## src/rtl/pulse_burst_sequencer_pkg.sv

```systemverilog
// Shared types for the pulse burst sequencer: command word, FSM states,
// default widths and the interval-to-counter helper.
package pulse_seq_pkg;

  localparam int P_TIME_W    = 64;
  localparam int P_TMR_W     = 32;
  localparam int P_NP_W      = 16;
  localparam int P_FREQ_W    = 48;
  localparam int P_RATE_W    = 32;
  localparam int P_CMD_DEPTH = 4;

  typedef struct packed {
    logic [P_FREQ_W-1:0] freq;
    logic [P_FREQ_W-1:0] delta_freq;
    logic [P_RATE_W-1:0] delta_rate;
    logic [P_TIME_W-1:0] t_start;
    logic [P_NP_W-1:0]   n_pulse;
    logic [1:0]          ctype;
    logic [P_TMR_W-1:0]  ti;
    logic [P_TMR_W-1:0]  tp;
    logic [P_TMR_W-1:0]  tblank1;
    logic [P_TMR_W-1:0]  tblank2;
  } cmd_t;

  typedef enum logic [3:0] {
    IDLE, POP, WAIT_T, LOAD, BLANK1, TIZL, BLANK2, TPR, NEXT
  } state_t;

  // A state that must last V cycles counts down from V-1; zero behaves as one.
  function automatic logic [P_TMR_W-1:0] interval_cnt(input logic [P_TMR_W-1:0] v);
    return (v == '0) ? '0 : v - 1'b1;
  endfunction

endpackage

```

## src/rtl/pulse_burst_sequencer_if.sv

```systemverilog
// DDS parameter-transfer bundle: request/acknowledge handshake, held DDS
// words and the DDS run strobe.
interface pulse_burst_sequencer_if;
  import pulse_seq_pkg::*;

  logic                req;
  logic                ack;
  logic                dds_start;
  logic [P_FREQ_W-1:0] dds_freq;
  logic [P_FREQ_W-1:0] dds_delta_freq;
  logic [P_RATE_W-1:0] dds_delta_rate;

  modport master (
    output req, dds_start, dds_freq, dds_delta_freq, dds_delta_rate,
    input  ack
  );

  modport slave (
    input  req, dds_start, dds_freq, dds_delta_freq, dds_delta_rate,
    output ack
  );

endinterface

```

## src/rtl/pulse_cmd_fifo.sv

```systemverilog
// Command queue for the burst sequencer: head is read combinationally,
// flush beats a simultaneous write, a write into a full queue is dropped.
module pulse_cmd_fifo
  import pulse_seq_pkg::*;
#(
  parameter  int DEPTH = P_CMD_DEPTH,
  localparam int AW    = $clog2(DEPTH)
) (
  input  logic        clk,
  input  logic        rst,
  input  logic        wr,
  input  cmd_t        din,
  input  logic        rd,
  input  logic        flush,
  output cmd_t        head,
  output logic [AW:0] level,
  output logic        full,
  output logic        empty,
  output logic        ovf
);

  cmd_t          mem [DEPTH];
  logic [AW-1:0] wptr;
  logic [AW-1:0] rptr;
  logic          do_rd;
  logic          do_wr;

  assign full  = (level == (AW+1)'(DEPTH));
  assign empty = (level == '0);
  assign head  = mem[rptr];

  // A pop in the same cycle frees the slot, so a write to a full queue still lands.
  assign do_rd = rd && !empty && !flush;
  assign do_wr = wr && !flush && (!full || do_rd);

  always_ff @(posedge clk or posedge rst) begin
    if (rst) begin
      wptr  <= '0;
      rptr  <= '0;
      level <= '0;
      ovf   <= 1'b0;
    end else begin
      ovf <= wr && !flush && full && !do_rd;
      if (flush) begin
        wptr  <= '0;
        rptr  <= '0;
        level <= '0;
      end else begin
        if (do_wr) wptr <= wptr + 1'b1;
        if (do_rd) rptr <= rptr + 1'b1;
        case ({do_wr, do_rd})
          2'b10:   level <= level + 1'b1;
          2'b01:   level <= level - 1'b1;
          default: level <= level;
        endcase
      end
    end
  end

  always_ff @(posedge clk) begin
    if (do_wr) mem[wptr] <= din;
  end

endmodule

```

## src/rtl/pulse_burst_sequencer.sv

```systemverilog
// Time-triggered pulse burst sequencer driving DDS words and Tx/Rx/ADC gates.
// Define BURST_STATUS_EN to add the pulse_idx and late_cnt status outputs.
module pulse_burst_sequencer
  import pulse_seq_pkg::*;
#(
  parameter  int TIME_W    = P_TIME_W,
  parameter  int TMR_W     = P_TMR_W,
  parameter  int NP_W      = P_NP_W,
  parameter  int FREQ_W    = P_FREQ_W,
  parameter  int CMD_DEPTH = P_CMD_DEPTH,
  localparam int LVL_W     = $clog2(CMD_DEPTH) + 1
) (
  input  logic                    clk,
  input  logic                    rst,
  input  logic [TIME_W-1:0]       sys_time,
  input  logic                    time_valid,
  input  logic                    cmd_wr,
  input  cmd_t                    cmd_data,
  input  logic                    abort,
  pulse_burst_sequencer_if.master dds,
  output logic                    en_iz,
  output logic                    en_pr,
  output logic                    en_adc,
  output logic [LVL_W-1:0]        cmd_level,
  output logic                    cmd_full,
  output logic                    busy,
  output logic                    done,
  output logic                    err_late,
  output logic                    err_ovf
`ifdef BURST_STATUS_EN
  ,
  output logic [NP_W-1:0]         pulse_idx,
  output logic [15:0]             late_cnt
`endif
);

  state_t           st;
  cmd_t             cur;
  cmd_t             head;
  logic             empty;
  logic             fifo_rd;
  logic             load_req;
  logic             req_pend;
  logic [TMR_W-1:0] cnt;
  logic [NP_W-1:0]  rem;

  assign fifo_rd  = (st == POP) && !abort && time_valid;
  // The first pulse always requests; chirp-continuation commands skip the rest.
  assign load_req = (st == WAIT_T) || !cur.ctype[0];

  pulse_cmd_fifo #(.DEPTH(CMD_DEPTH)) u_fifo (
    .clk   (clk),
    .rst   (rst),
    .wr    (cmd_wr),
    .din   (cmd_data),
    .rd    (fifo_rd),
    .flush (abort),
    .head  (head),
    .level (cmd_level),
    .full  (cmd_full),
    .empty (empty),
    .ovf   (err_ovf)
  );

  always_ff @(posedge clk or posedge rst) begin
    if (rst) begin
      st                 <= IDLE;
      cnt                <= '0;
      rem                <= '0;
      req_pend           <= 1'b0;
      busy               <= 1'b0;
      done               <= 1'b0;
      err_late           <= 1'b0;
      en_iz              <= 1'b0;
      en_pr              <= 1'b0;
      en_adc             <= 1'b0;
      dds.req            <= 1'b0;
      dds.dds_start      <= 1'b0;
      dds.dds_freq       <= '0;
      dds.dds_delta_freq <= '0;
      dds.dds_delta_rate <= '0;
    end else begin
      done     <= 1'b0;
      err_late <= 1'b0;
      en_adc   <= (cur.ctype[1] & en_pr) | (~cur.ctype[1] & en_iz);
      if (dds.req && dds.ack) begin
        dds.req <= 1'b0;
      end else if (req_pend && !dds.ack) begin
        dds.req  <= 1'b1;
        req_pend <= 1'b0;
      end
      if (cnt != '0) cnt <= cnt - 1'b1;

      if (st != IDLE && (abort || !time_valid)) begin
        st            <= IDLE;
        busy          <= 1'b0;
        en_iz         <= 1'b0;
        en_pr         <= 1'b0;
        en_adc        <= 1'b0;
        dds.dds_start <= 1'b0;
        dds.req       <= 1'b0;
        req_pend      <= 1'b0;
      end else begin
        case (st)
          IDLE: begin
            if (!empty && time_valid && !abort) begin
              st   <= POP;
              busy <= 1'b1;
            end
          end
          POP: begin
            cur <= head;
            rem <= head.n_pulse;
            if (sys_time > head.t_start) begin
              err_late <= 1'b1;
              st       <= IDLE;
              busy     <= 1'b0;
            end else begin
              st <= WAIT_T;
            end
          end
          WAIT_T, NEXT: begin
            if (st == NEXT && rem == '0) begin
              done <= 1'b1;
              st   <= IDLE;
              busy <= 1'b0;
            end else if (st == WAIT_T && sys_time < cur.t_start) begin
              st <= WAIT_T;
            end else if (rem == '0) begin
              st <= NEXT;
            end else begin
              st <= LOAD;
              if (load_req) begin
                dds.dds_freq       <= cur.freq[FREQ_W-1:0];
                dds.dds_delta_freq <= cur.delta_freq[FREQ_W-1:0];
                dds.dds_delta_rate <= cur.delta_rate;
                // A previous ACK still high holds the new request back.
                if (dds.ack) req_pend <= 1'b1;
                else         dds.req  <= 1'b1;
              end
            end
          end
          LOAD: begin
            rem <= rem - 1'b1;
            cnt <= interval_cnt(cur.tblank1);
            st  <= BLANK1;
          end
          BLANK1: begin
            if (cnt == '0 && !dds.req && !req_pend) begin
              st            <= TIZL;
              cnt           <= interval_cnt(cur.ti);
              en_iz         <= 1'b1;
              dds.dds_start <= 1'b1;
            end
          end
          TIZL: begin
            if (cnt == '0) begin
              st    <= BLANK2;
              cnt   <= interval_cnt(cur.tblank2);
              en_iz <= 1'b0;
              if (!(cur.ctype[0] && rem != '0)) dds.dds_start <= 1'b0;
            end
          end
          BLANK2: begin
            if (cnt == '0) begin
              st    <= TPR;
              cnt   <= interval_cnt(cur.tp);
              en_pr <= 1'b1;
            end
          end
          TPR: begin
            if (cnt == '0) begin
              st    <= NEXT;
              en_pr <= 1'b0;
            end
          end
          default: st <= IDLE;
        endcase
      end
    end
  end

`ifdef BURST_STATUS_EN
  always_ff @(posedge clk or posedge rst) begin
    if (rst) begin
      pulse_idx <= '0;
      late_cnt  <= '0;
    end else begin
      if (st == POP)       pulse_idx <= '0;
      else if (st == LOAD) pulse_idx <= pulse_idx + 1'b1;
      if (err_late && late_cnt != 16'hFFFF) late_cnt <= late_cnt + 1'b1;
    end
  end
`endif

endmodule

```

## src/flat_wrapper.sv

```systemverilog
// flat-port wrapper written by rule: the top's interface ports become plain ports
module pulse_burst_sequencer_flat import pulse_seq_pkg::*;
#(
  parameter  int TIME_W    = P_TIME_W,
  parameter  int TMR_W     = P_TMR_W,
  parameter  int NP_W      = P_NP_W,
  parameter  int FREQ_W    = P_FREQ_W,
  parameter  int CMD_DEPTH = P_CMD_DEPTH,
  localparam int LVL_W     = $clog2(CMD_DEPTH) + 1
)
  (clk, rst, sys_time, time_valid, cmd_wr, cmd_data, abort, en_iz, en_pr, en_adc, cmd_level, cmd_full, busy, done, err_late, err_ovf, dds_req, dds_dds_start, dds_dds_freq, dds_dds_delta_freq, dds_dds_delta_rate, dds_ack);
  pulse_burst_sequencer_if dds_i ();
  input  logic clk;
  input  logic rst;
  input  logic [TIME_W-1:0] sys_time;
  input  logic time_valid;
  input  logic cmd_wr;
  input  cmd_t cmd_data;
  input  logic abort;
  output logic en_iz;
  output logic en_pr;
  output logic en_adc;
  output logic [LVL_W-1:0] cmd_level;
  output logic cmd_full;
  output logic busy;
  output logic done;
  output logic err_late;
  output logic err_ovf;
  output wire logic [$bits(dds_i.req)-1:0] dds_req;
  output wire logic [$bits(dds_i.dds_start)-1:0] dds_dds_start;
  output wire logic [$bits(dds_i.dds_freq)-1:0] dds_dds_freq;
  output wire logic [$bits(dds_i.dds_delta_freq)-1:0] dds_dds_delta_freq;
  output wire logic [$bits(dds_i.dds_delta_rate)-1:0] dds_dds_delta_rate;
  input wire logic [$bits(dds_i.ack)-1:0] dds_ack;
  assign dds_req = dds_i.req;
  assign dds_dds_start = dds_i.dds_start;
  assign dds_dds_freq = dds_i.dds_freq;
  assign dds_dds_delta_freq = dds_i.dds_delta_freq;
  assign dds_dds_delta_rate = dds_i.dds_delta_rate;
  assign dds_i.ack = dds_ack;
  pulse_burst_sequencer #(.TIME_W(TIME_W), .TMR_W(TMR_W), .NP_W(NP_W), .FREQ_W(FREQ_W), .CMD_DEPTH(CMD_DEPTH)) u_core (.clk(clk), .rst(rst), .sys_time(sys_time), .time_valid(time_valid), .cmd_wr(cmd_wr), .cmd_data(cmd_data), .abort(abort), .dds(dds_i), .en_iz(en_iz), .en_pr(en_pr), .en_adc(en_adc), .cmd_level(cmd_level), .cmd_full(cmd_full), .busy(busy), .done(done), .err_late(err_late), .err_ovf(err_ovf));
endmodule
```

## config.mk

```make
export PLATFORM = sky130hd
export DESIGN_NAME = pulse_burst_sequencer_flat
export DESIGN_NICKNAME = d
export VERILOG_FILES = /design/src/rtl/pulse_burst_sequencer_pkg.sv /design/src/rtl/pulse_burst_sequencer_if.sv /design/src/rtl/pulse_cmd_fifo.sv /design/src/rtl/pulse_burst_sequencer.sv /design/src/flat_wrapper.sv
export SDC_FILE = /design/constraint.sdc
export NUM_CORES = 2
export LEC_CHECK = 0
export CORE_AREA = 2 2 525 318
export CTS_CLUSTER_SIZE = 16
export DETAILED_ROUTE_END_ITERATION = 7
export DIE_AREA = 0 0 527 320
export GPL_ROUTABILITY_DRIVEN = 0
export PLACE_DENSITY = 0.72
export REMOVE_ABC_BUFFERS = 1
export SLEW_MARGIN = 20
export SYNTH_ARGS = -nofsm -noshare
export SYNTH_HDL_FRONTEND = slang
export SYNTH_SLANG_ARGS = --single-unit
export TNS_END_PERCENT = 50
```

## constraint.sdc

```tcl
create_clock -name clk -period 15.1 [get_ports clk]
set_input_delay 3.02 -clock clk [delete_from_list [all_inputs] [get_ports clk]]
set_output_delay 3.02 -clock clk [all_outputs]
set_load 0.005 [all_outputs]
```

Word-level counts from Yosys, hierarchy flattened

Memories as Yosys holds them, arrays and structs flattened.
Index checks and enable logic that the tools add are counted.
W data, S select, Z words.

Input bits: 408
Bits in registers: 519
Bits in writable memories: 1352
Memories kept: 1
Word-level logic and storage cells: 197
Output and inout port bits: 141

Memories:

| memory            | depth | bits a word | rd ports | clocked after memory_dff | write ports | RTL line             | source |
|---|---|---|---|---|---|---|---|
| u_core.u_fifo.mem | 4     | 338         | 1        | 0                        | 1           | pulse_cmd_fifo.sv:22 | `cmd_t mem [DEPTH];` |

$lt $le $gt $ge: 2
Add/sub/neg operators: 10
Bitwise operators: 9
Reductions and logical operators: 57
Muxes and demuxes: 71
Equal/unequal tests: 19

Operators with widths:

| operator                | number |
|---|---|
| $mux W32                | 9 |
| $logic_not A32 Y1       | 5 |
| $sub A32 B1 Y32 const B | 5 |
| $pmux W32 S4            | 1 |
| $gt A64 B64 Y1          | 1 |
| $lt A64 B64 Y1          | 1 |
| $mux W1                 | 39 |
| $mux W4                 | 9 |
| $pmux W16 S2            | 1 |
| $pmux W4 S8             | 1 |
| $reduce_bool A32 Y1     | 1 |
| $logic_and A1 B1 Y1     | 18 |
| $ne A3 B1 Y1 const B    | 6 |
| $eq A4 B3 Y1 const B    | 4 |
| $logic_not A16 Y1       | 1 |
| $reduce_bool A16 Y1     | 1 |
| $sub A16 B1 Y16 const B | 1 |
| $mux W2                 | 5 |
| $logic_not A1 Y1        | 9 |
| $reduce_and A3 Y1       | 3 |
| $reduce_bool A3 Y1      | 3 |
| $eq A4 B2 Y1 const B    | 2 |
| $reduce_and A4 Y1       | 2 |
| $reduce_bool A4 Y1      | 2 |
| other kinds (25)        | 38 |

Longest topological paths before layout

Depth after elaboration: 11
Mapped depth: 14

By module

From an unflattened synthesis, not the netlist that was laid out.

Cells, all modules: 3800
Area, all modules: 73693.2 um^2

By module, submodules not included:

| module                | seq. area each (um^2) | cells each | area an instance (um^2) | times used |
|---|---|---|---|---|
| pulse_cmd_fifo        | 40799.1               | 1831       | 49409.9                 | 1 |
| pulse_burst_sequencer | 14398.8               | 1969       | 24283.3                 | 1 |

Worst setup path before layout

No wires, ideal clock.

Path type: input-to-reg
Start: input abort
End: register u_core.cur[0] (netlist name), enable pin
Required time: 14.086 ns
Arrival time: 17.116 ns
Setup slack: -3.030 ns
Stages on the path: 5
Buffers on the path: 2
Setup time: 1.014 ns
Cells stage by stage: clkbuf_1 > nor2b_1 > clkbuf_1 > nand4_1 > nor2_1

Word-level cells in the longest chain between the ends: 4

Ends and longest elaborated chain:

| item                        | RTL line                     | source |
|---|---|---|
| from (decl)                 | flat_wrapper.sv:19           | `input logic abort;` |
| $logic_or A1 B1 Y1          | pulse_burst_sequencer.sv:94  | `if (st != IDLE && (abort \|\| !time_valid)) begin` |
| $logic_and A1 B1 Y1         | pulse_burst_sequencer.sv:94  |  |
| $not A1 Y1 (no line)        | n/a                          |  |
| $reduce_and A3 Y1 (no line) | n/a                          |  |
| to (signal assigned)        | pulse_burst_sequencer.sv:112 | `cur <= head;` |
| to (decl)                   | pulse_burst_sequencer.sv:38  | `cmd_t cur;` |

No other way between the ends.
A chain may end at the register's enable or synchronous reset.

Worst setup path in the final report

Start: input sys_time[39]
End: register u_core.dds.dds_freq[37]

Word-level cells in the longest chain between the ends: 4

Ends and longest elaborated chain:

| item                        | RTL line                       | source |
|---|---|---|
| from (decl)                 | flat_wrapper.sv:15             | `input logic [TIME_W-1:0] sys_time;` |
| $lt A64 B64 Y1              | pulse_burst_sequencer.sv:127   | `end else if (st == WAIT_T && sys_time < cur.t_start) begin` |
| $logic_and A1 B1 Y1         | pulse_burst_sequencer.sv:127   |  |
| $not A1 Y1 (no line)        | n/a                            |  |
| $reduce_and A6 Y1 (no line) | n/a                            |  |
| to (signal assigned)        | pulse_burst_sequencer.sv:134   | `dds.dds_freq <= cur.freq[FREQ_W-1:0];` |
| to (decl)                   | pulse_burst_sequencer_if.sv:14 | `output req, dds_start, dds_freq, dds_delta_freq, dds_delta_rate,` |

No other way between the ends.

==> results.yml <==
global_routing:
  overflow: 0
  grt_pass1_wl_um: 247300
  grt_pass1_vias: 37840
  grt_max_degree: 126
  grt_usage_pct: 19.76
  antenna_found_initial: 52
clock_network:
  cts_htree_levels: 4
  cts-root-buf: "clkbuf_16"
  clock_latency_ns: 0.80
  post_cts_resized: 0
  clk_pin_slew_worst_paths_ns: 0.06
  clock_sinks: 1871
  post_cts_buffers: 0
  holdBufCountCts: 0
  clock_tree.buffer_depth: 3
  cts_tree: "done"
  cts_buffers: 171
final_layout:
  fin_nets: 4973
  synthToLayoutAreaGrowth_pct: 18.93
  fillers: 12570
  drive_gt1_share_pct: 17.54
  stdcell_area_mm2: 0.08726
logic_synthesis:
  synthDistinctLibCells: 76
  yosysWarningCount: 0
  synth_top_area_share_pct: 68.52
  yosysSeqAreaShare_pct: 75.23
  syn_area_mm2: 0.07337
  synth-edff-count: 1674
  synthCells: 3781
  synthTopCellsByArea: "edfxtp_1 69%, mux4_2 10%, dfrtp_1 6.7%"
  avgSynthCellArea_um2: 19.40
  synthTopCellsByCount: "1674 x edfxtp_1, 338 x mux4_2, 197 x dfrtp_1"
  ys_seq_elements: 1871
  synth_top_cell_by_area: "edfxtp_1"
  synth_most_common_cell: "edfxtp_1"
  async_flop_share_pct: 10.53
  ys.flop_type: "edfxtp_1"
pwr:
  power_density_mw_per_mm2: 128.7
  p_leak_nw: 28.93
  power_mw: 11.23
  irDropWorstVdd_uv: 109.1
drt:
  wirelength_um: 167700
  ant_nets: 0
  vias: 37520
  routed-wl-met2_um: 75650
  vias_per_cell: 5.558
  wl_met3_um: 14670
  drt_pass1_iterations: 8
  first_iter_violations: 3849
  drc: 0
  highest_layer: "met5"
  met1_length_um: 73360
  wl_per_cell_um: 24.84
die:
  pin_count: 549
  rows: 115
  die-area_mm2: 0.1686
  fp.dieH_um: 320
  core_area_mm2: 0.1635
  start_util_pct: 44.89
  die_x_um: 527
placement:
  io_buffers: 548
  dp_hpwl_um: 108400
  place_area_mm2: 0.08149
setup_path:
  endpoint_kind: "register"
  rr_worst_depth: 13
  path_class: "primary input to register"
  crit_fanout: 62
  worst-endpoint-arrival_ns: 8.68
  crit_required_ns: 15.77
  start_kind: "primary input"
timing:
  finClkSkew_ns: 0.03941
  slew_headroom_pct: 23.24
  tightest_slew_ns: 1.135
  hold_violations: 0
  rsz0062_at_grt: "no"
  fmax_ghz: 0.1248
  maxSlewViolCount: 0
  fin_crit_sh_pct: 53.06
  finalSetupTns_ns: 0
  fin_hold_ws_ns: 0.4701
  setup_viol: 0
  fin_crit_ns: 8.011
hold_path:
  hp-class: "register to register"
  min_path_cells: 1
status:
  status: "completed"
job:
  drv_cap: 0
flip-flops by register name (all words and copies together), names as in the netlist, 3 cells and up:
register / flops
u_core.rem: 16
u_core.cur: 322
u_core.dds.dds_delta_freq: 48
u_core.st: 4
u_core.cnt: 32
u_core.dds.dds_delta_rate: 32
u_core.u_fifo.mem: 1352
u_core.u_fifo.level: 3
u_core.dds.dds_freq: 48
area by class of cell:
cell class | count | area (um^2) | share of cell area, %
antenna | 25 | 62.56 | 0.07169
clock buffer | 227 | 4736 | 5.427
clock inverter | 86 | 914.6 | 1.048
inverter | 158 | 600.6 | 0.6883
multi-input combinational | 1623 | 17020 | 19.51
sequential | 1871 | 55210 | 63.27
tap | 2164 | 2708 | 3.103
timing repair buffer | 597 | 6011 | 6.888
worst max-delay path, stage by stage:
cell	delay, ns
clkdlybuf4s50_1	0.46
ha_1	0.35
and4_1	0.28
nor4b_1	0.93
nand4_1	0.27
nor2_1	0.15
a2111oi_0	0.10
o31a_1	0.26
nor3_2	0.78
buf_4	0.69
buf_4	0.82
mux2_2	0.42
cells in the final DEF, fill, tap and decap left out, types with 10 or more instances in the layout:
master | Yosys | final
o22ai_1 | 34 | 34
clkbuf_8 | 0 | 14
nand2_1 | 112 | 112
buf_4 | 3 | 37
mux4_2 | 338 | 338
nand3_1 | 40 | 40
a211oi_1 | 11 | 11
nor2_1 | 126 | 125
clkbuf_1 | 61 | 37
ha_1 | 142 | 142
or3_1 | 22 | 22
o21ai_0 | 82 | 82
xor2_1 | 54 | 54
clkinv_2 | 0 | 27
clkinv_1 | 1 | 26
edfxtp_1 | 1674 | 1674
nor4_1 | 42 | 41
mux2_2 | 128 | 128
a21o_1 | 17 | 17
or4_1 | 12 | 12
nand2b_1 | 10 | 10
dfrtp_1 | 197 | 195
inv_1 | 157 | 156
clkdlybuf4s50_1 | 0 | 548
xnor2_1 | 88 | 88
buf_12 | 0 | 11
diode_2 | 0 | 25
clkbuf_16 | 0 | 176
bufinv_16 | 0 | 13
a21oi_1 | 93 | 93
nor3_1 | 69 | 68
a22oi_1 | 21 | 21
nand4_1 | 34 | 34
cells by family (layout without fill, tap and decap cells):
group / Yosys count / count (layout) / synth area share (%)
xor+xnor: 142 / 142 / 1.695
buf+inv: 287 / 1068 / 1.627
mux: 469 / 469 / 12.38
compound gates: 331 / 331 / 2.814
fa+ha+maj: 143 / 143 / 2.449
flops: 1871 / 1871 / 75.23
other cells: 0 / 25 / 0
simple gates: 538 / 538 / 3.800
power breakdown:
| group | total, mW | internal, mW | switching, mW |
|---|---|---|---|
| registers | 6.05 | 5.90 | 0.146 |
| clock network | 4.34 | 2.45 | 1.89 |
| logic | 0.836 | 0.454 | 0.382 |
| total | 11.2 | 8.80 | 2.42 |
metal layers:
| metal | global-route usage [%] | vias up |
|---|---|---|
| met5 | 0 | - |
| met4 | 5.588 | 48 |
| met3 | 6.072 | 263 |
| met2 | 29.00 | 1265 |
| met1 | 28.57 | 19440 |
| li1 | - | 16500 |
stage by stage:
stage                     std cells  util, %  setup slack, ns
after global placement         6411    49.86            6.509
final                          6751    53.38            7.089
after detailed placement       6411    49.86            6.521
after global routing           6749    53.38            7.065
after CTS                      6724    53.31            7.367
after floorplan                3652        -           -2.906
path summary, 6_finish.rpt:
kind | slack, ns | end | startpoint
setup / recovery | 7.09 | u_core.dds.dds_freq[37]$_DFFE_PP0P_ | sys_time[39]
hold / removal | 0.47 | u_core.dds.dds_delta_freq[30]$_DFFE_PP0P_ | u_core.cur[272]$_DFFE_PP_
setup reg to reg | 9.14 | u_core.st[1]$_DFFE_PP0P_ | u_core.u_fifo.rptr[0]$_DFFE_PP0P_
hold reg to reg | 0.47 | u_core.dds.dds_delta_freq[30]$_DFFE_PP0P_ | u_core.cur[272]$_DFFE_PP_
max in group asynchronous | 10.32 | u_core.dds.dds_delta_freq[35]$_DFFE_PP0P_ | rst
min in group asynchronous | 2.75 | u_core.u_fifo.level[2]$_DFFE_PP0P_ | rst
Power figures use the tool's default switching activity.
